$ cat src/rtl/raster_cmd_sequencer.sv
// -----------------------------------------------------------------------------
// raster_cmd_sequencer
//
// Arbitrates between two command requesters (round-robin on ties), optionally
// holds the accepted command until the next frame_sync, then serializes it as
// an opcode byte plus parameter bytes on consecutive cycles, followed by
// GAP_CYCLES idle cycles so the downstream command processor can finish its
// EXECUTE state before the next opcode arrives.
//
// Ports:
//   clk, rst            clock, asynchronous active-high reset
//   reqN_valid/cmd      requester N presents a 16-bit command word
//   reqN_ready          combinational; handshake when valid && ready
//   frame_sync          single-cycle frame pulse
//   ui_out              registered command byte {en, cmd[1:0], param[4:0]}
//   busy                registered; high whenever the FSM is not IDLE
//   grant               registered; requester owning the current/last command
//
// Command word: [15] wait_frame, [14:13] op (01 pixel, 10 line, 11 rect,
// 00 invalid), [12] clear (pixel only), [11:9] a, [8:6] b, [5:3] c, [2:0] d.
// -----------------------------------------------------------------------------
module raster_cmd_sequencer #(
  parameter int unsigned GAP_CYCLES = 1
) (
  input  logic        clk,
  input  logic        rst,
  input  logic        req0_valid,
  input  logic [15:0] req0_cmd,
  output logic        req0_ready,
  input  logic        req1_valid,
  input  logic [15:0] req1_cmd,
  output logic        req1_ready,
  input  logic        frame_sync,
  output logic [7:0]  ui_out,
  output logic        busy,
  output logic        grant
);

  typedef enum logic [1:0] {
    S_IDLE       = 2'd0,
    S_WAIT_FRAME = 2'd1,
    S_SEND       = 2'd2,
    S_GAP        = 2'd3
  } state_t;

  localparam logic [2:0] GAP_INIT = 3'(GAP_CYCLES);

  state_t      state, state_nxt;
  logic [14:0] cmd_p0, cmd_nxt;
  logic [1:0]  byte_idx, byte_idx_nxt;
  logic [2:0]  gap_cnt, gap_cnt_nxt;
  logic        last_served, last_served_nxt;
  logic        grant_nxt, busy_nxt;
  logic [7:0]  ui_nxt;
  logic        pick;
  logic        hs;
  logic [15:0] hs_cmd;

  // Byte idx of a command: opcode byte at 0, parameters b/c/d at 1..3.
  // A pixel with clear set collapses to the fixed clear opcode 0xBF.
  function automatic logic [7:0] cmd_byte(input logic [14:0] w, input logic [1:0] idx);
    case (idx)
      2'd0:    cmd_byte = (w[14:13] == 2'b01 && w[12]) ? 8'hBF
                                                       : {1'b1, w[14:13], 2'b00, w[11:9]};
      2'd1:    cmd_byte = {5'b10000, w[8:6]};
      2'd2:    cmd_byte = {5'b10000, w[5:3]};
      default: cmd_byte = {5'b10000, w[2:0]};
    endcase
  endfunction

  // Index of the final byte: clear 0, pixel 1, line/rect 3.
  function automatic logic [1:0] last_idx(input logic [2:0] op_clr);
    if (op_clr[2:1] == 2'b01)
      last_idx = op_clr[0] ? 2'd0 : 2'd1;
    else
      last_idx = 2'd3;
  endfunction

  // Single requester wins outright; on a tie the one not served last wins.
  always_comb begin
    if (req0_valid && req1_valid)
      pick = ~last_served;
    else
      pick = req1_valid;
  end

  assign req0_ready = (state == S_IDLE) && req0_valid && !pick;
  assign req1_ready = (state == S_IDLE) && req1_valid && pick;
  assign hs         = req0_ready || req1_ready;
  assign hs_cmd     = pick ? req1_cmd : req0_cmd;

  always_comb begin
    state_nxt       = state;
    cmd_nxt         = cmd_p0;
    byte_idx_nxt    = byte_idx;
    gap_cnt_nxt     = gap_cnt;
    last_served_nxt = last_served;
    grant_nxt       = grant;
    ui_nxt          = 8'h00;
    case (state)
      S_IDLE: begin
        if (hs) begin
          cmd_nxt         = hs_cmd[14:0];
          grant_nxt       = pick;
          last_served_nxt = pick;
          // Invalid op is consumed silently: no bytes, no gap.
          if (hs_cmd[14:13] != 2'b00) begin
            if (hs_cmd[15]) begin
              state_nxt = S_WAIT_FRAME;
            end else begin
              state_nxt    = S_SEND;
              byte_idx_nxt = 2'd0;
              ui_nxt       = cmd_byte(hs_cmd[14:0], 2'd0);
            end
          end
        end
      end
      S_WAIT_FRAME: begin
        if (frame_sync) begin
          state_nxt    = S_SEND;
          byte_idx_nxt = 2'd0;
          ui_nxt       = cmd_byte(cmd_p0, 2'd0);
        end
      end
      S_SEND: begin
        if (byte_idx == last_idx(cmd_p0[14:12])) begin
          state_nxt    = S_GAP;
          byte_idx_nxt = 2'd0;
          gap_cnt_nxt  = GAP_INIT;
        end else begin
          byte_idx_nxt = byte_idx + 2'd1;
          ui_nxt       = cmd_byte(cmd_p0, byte_idx + 2'd1);
        end
      end
      S_GAP: begin
        gap_cnt_nxt = gap_cnt - 3'd1;
        if (gap_cnt <= 3'd1) begin
          state_nxt   = S_IDLE;
          gap_cnt_nxt = 3'd0;
        end
      end
      default: state_nxt = S_IDLE;
    endcase
    busy_nxt = (state_nxt != S_IDLE);
  end

  always_ff @(posedge clk or posedge rst) begin
    if (rst) begin
      state       <= S_IDLE;
      byte_idx    <= 2'd0;
      gap_cnt     <= 3'd0;
      last_served <= 1'b1;
      grant       <= 1'b0;
      busy        <= 1'b0;
      ui_out      <= 8'h00;
    end else begin
      state       <= state_nxt;
      byte_idx    <= byte_idx_nxt;
      gap_cnt     <= gap_cnt_nxt;
      last_served <= last_served_nxt;
      grant       <= grant_nxt;
      busy        <= busy_nxt;
      ui_out      <= ui_nxt;
    end
  end

  // Latched command word is pure data; its contents only matter once the
  // FSM has left IDLE, so it carries no reset.
  always_ff @(posedge clk) begin
    cmd_p0 <= cmd_nxt;
  end

endmodule

$ cat config.mk
export PLATFORM = sky130hd
export DESIGN_NAME = raster_cmd_sequencer
export DESIGN_NICKNAME = d
export VERILOG_FILES = /design/src/rtl/raster_cmd_sequencer.sv
export SDC_FILE = /design/constraint.sdc
export NUM_CORES = 1
export LEC_CHECK = 0
export CAP_MARGIN = 20
export CORE_AREA = 2 2 63 65
export DETAILED_ROUTE_END_ITERATION = 10
export DIE_AREA = 0 0 65 67
export HOLD_SLACK_MARGIN = 0.02
export PLACE_DENSITY = 0.81
export REMOVE_ABC_BUFFERS = 1
export SLEW_MARGIN = 20
export SYNTH_ARGS = -nofsm -noshare
export SYNTH_HDL_FRONTEND = slang
export SYNTH_SLANG_ARGS = --single-unit
$ cat constraint.sdc
create_clock -name clk -period 3.7 [get_ports clk]
set_input_delay 0.74 -clock clk [delete_from_list [all_inputs] [get_ports clk]]
set_output_delay 0.74 -clock clk [all_outputs]
set_load 0.02 [all_outputs]
# Word-level counts from Yosys, hierarchy flattened
# Cells that the tools add are included.
# classes
n_addsub	2
n_mux	30
bitwise_logic	1
n_reduce_logical	18
shifts	0
eq_ne	13
magnitude_cmp	1
mul	0
n_div	0
# op_table
operator	count
two-way mux 8 bit	5
two-way mux 2 bit	13
case mux 8 bit (3 select lines)	1
case mux 7 bit (3 select lines)	1
two-way mux 16 bit	1
two-way mux 7 bit	2
== test 2 x 1 -> 1 bit, second input constant	4
inequality test 2 bit, second input constant	4
case mux 2 bit (4 select lines)	1
logical AND 1 bit	7
== test 2 bit, second input constant	3
two-way mux 3 bit	2
case mux 2 bit (3 select lines)	1
case mux 3 bit (2 select lines)	1
nonzero test 2 bit	3
AND reduction 5 bit	1
logical NOT 2 bit	2
AND reduction 2 bit	2
<= comparator 3 x 1 -> 1 bit, second input constant	1
nonzero test 3 bit	1
subtractor 3 x 1 -> 3 bit, second input constant	1
adder 2 x 1 -> 2 bit, second input constant	1
== test 2 bit	1
two-way mux 1 bit	2
other kinds (4)	4
# totals
rom_bits	0
input_bits	37
output_inout_bits	12
n_memories	0
ram_bits	0
wordCells	73
latch_bits	0
ff_bits	33

# Logic depth before layout (Yosys ltp)
# Gate-level depths: netlist of the first run.
# depth
word_depth	10
depth_mapped	6
ltp_nobuf	6

# Least setup slack after synthesis of the first run
# Ideal clock, no wire load.
# synth_path
kind	input to output
from	input port req1_valid
to	output port req0_ready
path_slack_ns	1.414
path_buffers	2
t_required_ns	2.960
cell_stages	4
arrival_time_ns	1.546
path_cell_list	a21boi_4 > buf_4 > clkbuf_1 > nor2_1
# synth_via
elab_chain_cells	4
# synth_lines
item	line_no	rtl
start, declared	30	input logic req1_valid,
logical AND 1 bit	81	if (req0_valid && req1_valid)
two-way mux 1 bit (*)	81	
logical NOT 1 bit (*)	87	assign req0_ready = (state == S_IDLE) && req0_valid && !pick;
logical AND 1 bit (*)	87	
end, declared	29	output logic req0_ready,
# Every way passes the cells marked *; elsewhere a longest branch is shown, timed or not.

# Final worst setup path of the first run
# layout_path
from	input port req0_valid
to	output port req1_ready
# layout_via
elab_chain_cells	3
# layout_lines
item	line_no	rtl
start, declared	27	input logic req0_valid,
logical AND 1 bit	81	
two-way mux 1 bit	81	
logical AND 1 bit	88	assign req1_ready = (state == S_IDLE) && req1_valid && pick;
end, declared	32	output logic req1_ready,
# Every way passes these cells.

==> results of run 1 <==
sequential cells by signal (all words and copies together), names as in the netlist:
name / count
busy: 1
byte_idx: 2
cmd_p0: 15
gap_cnt: 3
grant: 1
last_served: 1
state: 2
ui_out: 7
layout make-up:
cell class              instances  share of cell area
clock inverters                 1             0.00158
clock buffers                   7              0.0322
well taps                      48              0.0253
multi-input cells             135               0.341
flip-flops and latches         32               0.370
repair buffers                 51               0.212
inverters                      12              0.0190
cell usage after synthesis, types with 2 or more instances:
cell type / n
a21oi_1: 4
a221oi_1: 3
a31oi_1: 2
buf_4: 3
clkbuf_1: 3
dfrtp_1: 16
edfxtp_1: 15
ha_1: 5
inv_1: 12
mux2_2: 5
nand2_1: 50
nand3_1: 4
nand4_1: 2
nor2_1: 10
nor3_1: 3
nor3b_1: 2
o21a_1: 3
o21ai_0: 18
o21ai_1: 2
o221ai_1: 5
logic make-up after synthesis:
kind of cell / Yosys count / share of synthesized area
fa+ha+maj: 5 / 0.0352
simple gates: 78 / 0.195
mux: 6 / 0.0402
buf+inv: 19 / 0.0507
flops: 32 / 0.494
compound gates: 46 / 0.185
worst max-delay path: cells and delay by family:
family	cells	cell delay, ns
buffers and inverters	2	1.16
and+or+nand+nor	3	0.37
worst paths after layout:
kind | endpoint | startpoint | cells past startpoint | slack, ns
min in group asynchronous | ui_out[2] | rst | 2 | 0.83
setup reg to reg | ui_out[2] | state[1] | 5 | 1.65
hold / removal | grant | grant | 1 | 0.48
setup / recovery | req1_ready | req0_valid | 5 | 0.68
hold reg to reg | grant | grant | 1 | 0.48
max in group asynchronous | gap_cnt[0] | rst | 2 | 2.46
power by group:
group | internal (mW) | switching [mW]
Clock | 0.131 | 0.118
Combinational | 0.295 | 0.360
Sequential | 0.519 | 0.103
Total | 0.945 | 0.581
layer usage:
| layer | global-route usage | routed length [microns] | vias to the layer above | share of wire |
|---|---|---|---|---|
| li1 | - | - | 757 | - |
| met3 | 0.0490 | 245 | 7 | 0.063 |
| met5 | 0 | 0 | - | 0 |
| met1 | 0.254 | 1730 | 728 | 0.44 |
| met4 | 0.0851 | 67 | 0 | 0.017 |
| met2 | 0.332 | 1850 | 50 | 0.48 |
stage by stage:
stage	worst slack [ns]	hold slack, ns	instances
floorplan	1.40	0.488	179
CTS	0.680	0.479	286
detailed placement	0.682	0.464	278
global route	0.596	0.522	286
global placement	0.709	0.472	278
finish	0.684	0.475	286
==> metrics.md, run 1 <==
| Metric | Value |
|---|---|
| Final Wtd Congestion | a little under 0.9 |
| Final Cycle Share | 0.815 |
| Port Buffers | 48 |
| Vias | roughly 1500 |
| Yosys top cell by area | edfxtp_1 |
| Pwr Total | about 1.5 mW |
| Setup TNS | 0 ns |
| Drt drc | 0 |
| Min Tclk post-route | 3.02 ns |
| Sequential element share of the synthesized area | 0.494 |
| DRT iter0 DRCs | about 90 |
| DP HPWL | about 3000 microns |
| Placed standard-cell area | between 2000 and 2500 sq um |
| Status | finished, final reports clean |
| Multi-input logic area | 808 sq um |
| Area fraction of the dominant cell type after synthesis | 0.254 |
| Fmax | about 330 MHz |
| Fill count | 310 |
| Nets | 279 |
| Core ar. | between 3000 and 4000 sq um |
| # IOs | 49 |
| Slew HR | 0.569 |
| Post-DRT Antenna Nets | 0 |
| Initial cell density of the core | 0.492 |
| Htree depth | 2 |
| Final setup viols | 0 |
| Critical Path RT | around 3 ns |
| Yosys cell types | 39 |
| Rows | 22 |
| Setup bufs post-CTS | 0 |
| Via density | around 5.4 |
| Max clock buf depth | 2 |
| Post-Synthesis Mean Instance Area | 9.55 sq um |
| Largest net degree at the start of global routing | 23 |
| Antenna Cells | 0 |
| Clock transition at path regs | 0.06 ns |
| Storage cell area | about 880 sq um |
| Clk_lat worst skew | about 0.28 ns |
| Worst path cell trace | clkdlybuf4s50_1 > nand2_1 > nand2_1 > nor3_1 > clkdlybuf4s50_1 |
| Pre-antenna DRT Iters | 4 |
| Setup crit start kind | input pin |
| Ys flop type | dfrtp_1 |
| Worst Clk Skew | between 0.003 and 0.004 ns |
| Synth warnings | 0 |
| Gr usage total | 0.202 |
| Share of cells above drive strength 1 | 0.0840 |
| CTS tree | built |
| Critical-path top delay cell | clkdlybuf4s50_1 |
| CP Data Arrival Time | 2.28 ns |
| Leakage | between 0.9 and 1 nW |
| Max-Cap Viols | 0 |
| Most frequent cells in the layout | 50 x nand2_1, 48 x clkdlybuf4s50_1, 18 x o21ai_0, 16 x dfrtp_1, 15 x edfxtp_1 |
| Setup crit end kind | output pin |
| Clock sink count | 32 |
| Worst path max stage delay | ~0.65 ns |
| Worst-Margin Slew | roughly 0.64 ns |
| Commonest non-fill, non-tap cell in the layout | nand2_1 |
| DIE AREA | between 4000 and 5000 sq um |
| Number of CTS-inserted buffers | 5 |
| #FFs+latches synth | 32 |
| Final Max Tran Viols | 0 |
| Crit path max fanout | 5 |
| WL/cell | around 14 microns |
| Synth async-reset ratio | 0.531 |
| Antenna violations before repair | 0 |
| Syn Std Cell Area | about 1800 sq um |
| Hold Buf Count CTS | 0 |
| Vias in the first global route | ~1400 |
| Top cells by area, synth | edfxtp_1 25%, dfrtp_1 23%, nand2_1 11% |
| Pwr Density | between 600 and 700 nW/um^2 |
| Final core utilization | 0.658 |
| CP Class | in -> out |
| RSZ-0062 raised after global routing | no |
| Die width | about 65 microns |
| Worst Hold Class | reg -> reg |
| Number of synthesized flops with an enable pin | 15 |
| Hold Fails Final Rpt | 0 |
| Clock root cell | clkbuf_8 |
| Die Ht | between 60 and 70 microns |
| Post-route design area | 2370 sq um |
| Post-cts sizing count | 0 |
| Peak VDD IR | 316 uV |
| Gate Count Post-Synth | 186 |
| First-pass GRT wire length | between 6000 and 7000 microns |
| Area grow syn2layout | 33.7% |
| Total gr overflow | 0 |
| Final Routed Wirelength | roughly 3900 microns |
Note: power is estimated with default switching activity, not from simulation.
==> inputs of run 2 (changes only) <==
--- a/config.mk
+++ b/config.mk
@@ -6,11 +6,11 @@
 export NUM_CORES = 1
 export LEC_CHECK = 0
 export CAP_MARGIN = 20
-export CORE_AREA = 2 2 63 65
+export CORE_AREA = 2 2 64 66
 export DETAILED_ROUTE_END_ITERATION = 10
-export DIE_AREA = 0 0 65 67
+export DIE_AREA = 0 0 66 68
 export HOLD_SLACK_MARGIN = 0.02
-export PLACE_DENSITY = 0.81
+export PLACE_DENSITY = 0.78
 export REMOVE_ABC_BUFFERS = 1
 export SLEW_MARGIN = 20
 export SYNTH_ARGS = -nofsm -noshare
==> constraint.sdc (replaced) <==
create_clock -name clk -period 3 [get_ports clk]
set_input_delay 0.6 -clock clk [delete_from_list [all_inputs] [get_ports clk]]
set_output_delay 0.6 -clock clk [all_outputs]
set_load 0.02 [all_outputs]
==> metrics.md, run 2 (synthesis results as in run 1) <==
| Metric | Value |
|---|---|
| Vias in the first global route | 1443 (+0.14%) |
| Drt drc | 0 (unchanged) |
| Antenna Cells | 0 (unchanged) |
| Placed standard-cell area | 2310 sq um (+0.76%) |
| Leakage | 0.995 nW (+0.94%) |
| Hold Buf Count CTS | 0 (unchanged) |
| Gr usage total | 0.194 (-0.00850) |
| Worst path max stage delay | 0.66 ns (about the same) |
| Rows | 23 (+4.5%) |
| Critical-path top delay cell | clkdlybuf4s50_1 |
| Post-route design area | 2390 sq um (+0.74%) |
| Biggest register | cmd_p0 |
| Final Max Tran Viols | 0 (unchanged) |
| Core ar. | 3860 sq um (+6.9%) |
| Setup crit end kind | output pin |
| Multi-input logic area | 808 sq um (unchanged) |
| RSZ-0062 raised after global routing | no |
| Final setup viols | 0 (unchanged) |
| WL/cell | 14.0 microns (+2.6%) |
| Pre-antenna DRT Iters | 4 (unchanged) |
| Post-cts sizing count | 0 (unchanged) |
| Min Tclk post-route | between 2 and 3 ns |
| CP Class | in -> out |
| Storage cell area | 877 sq um (unchanged) |
| Max clock buf depth | 2 (unchanged) |
| CTS tree | built |
| Area grow syn2layout | 34.7% |
| Hold Crit Start | grant |
| Worst Clk Skew | 0.00347 ns (-0.00000536 ns) |
| Initial cell density of the core | 0.460 (-0.0320) |
| Nets | 281 (+0.72%) |
| Worst path cell trace | clkdlybuf4s50_1 > nand2_1 > nand2_1 > nor3_1 > clkdlybuf4s50_1 |
| Pwr Total | 1.92 mW (+26%) |
| CP Data Arrival Time | 2.17 ns (-0.11 ns) |
| Total gr overflow | 0 (unchanged) |
| Post-DRT Antenna Nets | 0 (unchanged) |
| Biggest regs | cmd_p0: 15 flops, ui_out: 7 flops, gap_cnt: 3 flops |
| Final Cycle Share | 0.922 |
| Max FFs per register | 15 (unchanged) |
| Post-route insts no fill | 290 (+1.4%) |
| Antenna violations before repair | 0 (unchanged) |
| CP top delay family | buffers and inverters |
| Setup bufs post-CTS | 0 (unchanged) |
| Via density | 5.28 (-2.1%) |
| WHS | 0.505 ns (+0.0298 ns) |
| First-pass GRT wire length | 6460 microns (-1.9%) |
| DP HPWL | 2970 microns (+0.81%) |
| Worst R2R Start | state[1] |
| Pwr Density | 801 nW/um^2 (+25%) |
| Max-Cap Viols | 0 (unchanged) |
| Commonest non-fill, non-tap cell in the layout | nand2_1 |
| Setup TNS | 0 ns (unchanged) |
| Port Buffers | 48 (unchanged) |
| Clock transition at path regs | 0.06 ns (about the same) |
| CP startpoint | req0_valid |
| Vias | 1531 (-0.71%) |
| Clk_lat worst skew | 0.28 ns (about the same) |
| Worst path bufs/invs | 2 (unchanged) |
| Most frequent cells in the layout | 50 x nand2_1, 48 x clkdlybuf4s50_1, 18 x o21ai_0, 16 x dfrtp_1, 15 x edfxtp_1 |
| Largest net degree at the start of global routing | 23 (unchanged) |
| DRT iter0 DRCs | 84 (-7.7%) |
| Crit path max fanout | 5 (unchanged) |
| Fmax | 362 MHz |
| Fill count | 340 (+9.7%) |
| Setup crit start kind | input pin |
| Htree depth | 2 (unchanged) |
| # IOs | 49 (unchanged) |
| Die width | 66 microns (+1.5%) |
| DIE AREA | 4490 sq um (+3.1%) |
| Hold Fails Final Rpt | 0 (unchanged) |
| Peak VDD IR | 302 uV (-4.5%) |
| Critical Path RT | 2.40 ns (-0.56 ns) |
| Share of cells above drive strength 1 | 0.0917 (+0.00763) |
| Final Wtd Congestion | 0.840 (-5.3%) |
| Clock sink count | 32 (unchanged) |
| Clock root cell | clkbuf_8 |
| Number of CTS-inserted buffers | 5 (unchanged) |
| Final Routed Wirelength | 4050 microns (+4.0%) |
| Worst Hold Class | reg -> reg |
| Placed cells | 282 (+1.4%) |
| Worst-Margin Slew | 0.607 ns (-0.0309 ns) |
| Die Ht | 68 microns (+1.5%) |
| Slew HR | 0.590 (+0.0208) |
| Status | finished, final reports clean |
run 2: cell types whose count changed in the layout (fill, tap and decap cells not counted), sizes merged:
| cell | previous run | this run |
|---|---|---|
| buf | 3 | 5 |
run 2: routing by layer:
metal  part of all wire  track usage  routed length (microns)
met2               0.50        0.328                     2030
met4              0.023       0.0969                       94
met5                  0            0                        0
met1               0.43        0.228                     1740
met3              0.047       0.0526                      189
run 2: path summary, 6_finish.rpt:
check / end / slack [ns] / cells past startpoint
hold / removal: grant / 0.51 / 1
hold reg to reg: grant / 0.51 / 1
max in group asynchronous: gap_cnt[0] / 1.91 / 2
min in group asynchronous: grant / 0.69 / 2
setup / recovery: req1_ready / 0.23 / 5
setup reg to reg: ui_out[2] / 1.07 / 7
run 2: stage by stage:
| stage | setup WS, ns | utilization |
|---|---|---|
| 3_3_place_gp | 0.298 | 0.599 |
| 3_5_place_dp | 0.248 | 0.599 |
| 4_1_cts | 0.246 | 0.620 |
| 2_1_floorplan | 0.978 | - |
| 6_report | 0.235 | 0.620 |
| 5_1_grt | 0.150 | 0.620 |
run 2: power by group:
group / internal (mW) / leakage [nW] / switching [mW] / total (mW)
registers: 0.639 / 0.359 / 0.128 / 0.768
clock network: 0.161 / 0.0399 / 0.147 / 0.308
logic: 0.379 / 0.595 / 0.461 / 0.840
total: 1.18 / 0.995 / 0.736 / 1.92
run 2: area by class of cell:
class | instances | area share
Timing Repair Buffer | 53 | 0.217
Tap cell | 50 | 0.0262
Multi-Input combinational cell | 135 | 0.338
Inverter | 12 | 0.0188
Sequential cell | 32 | 0.367
Clock buffer | 7 | 0.0319
Clock inverter | 1 | 0.00157
run 2: worst reg2reg max path: stages, from the launching register on:
cell and delay (ns):
dfrtp_1 0.56, nor2_1 0.22, buf_4 0.17, o21a_1 0.12
buf_4 0.25, o21ai_0 0.14, buf_4 0.18, o221ai_1 0.21
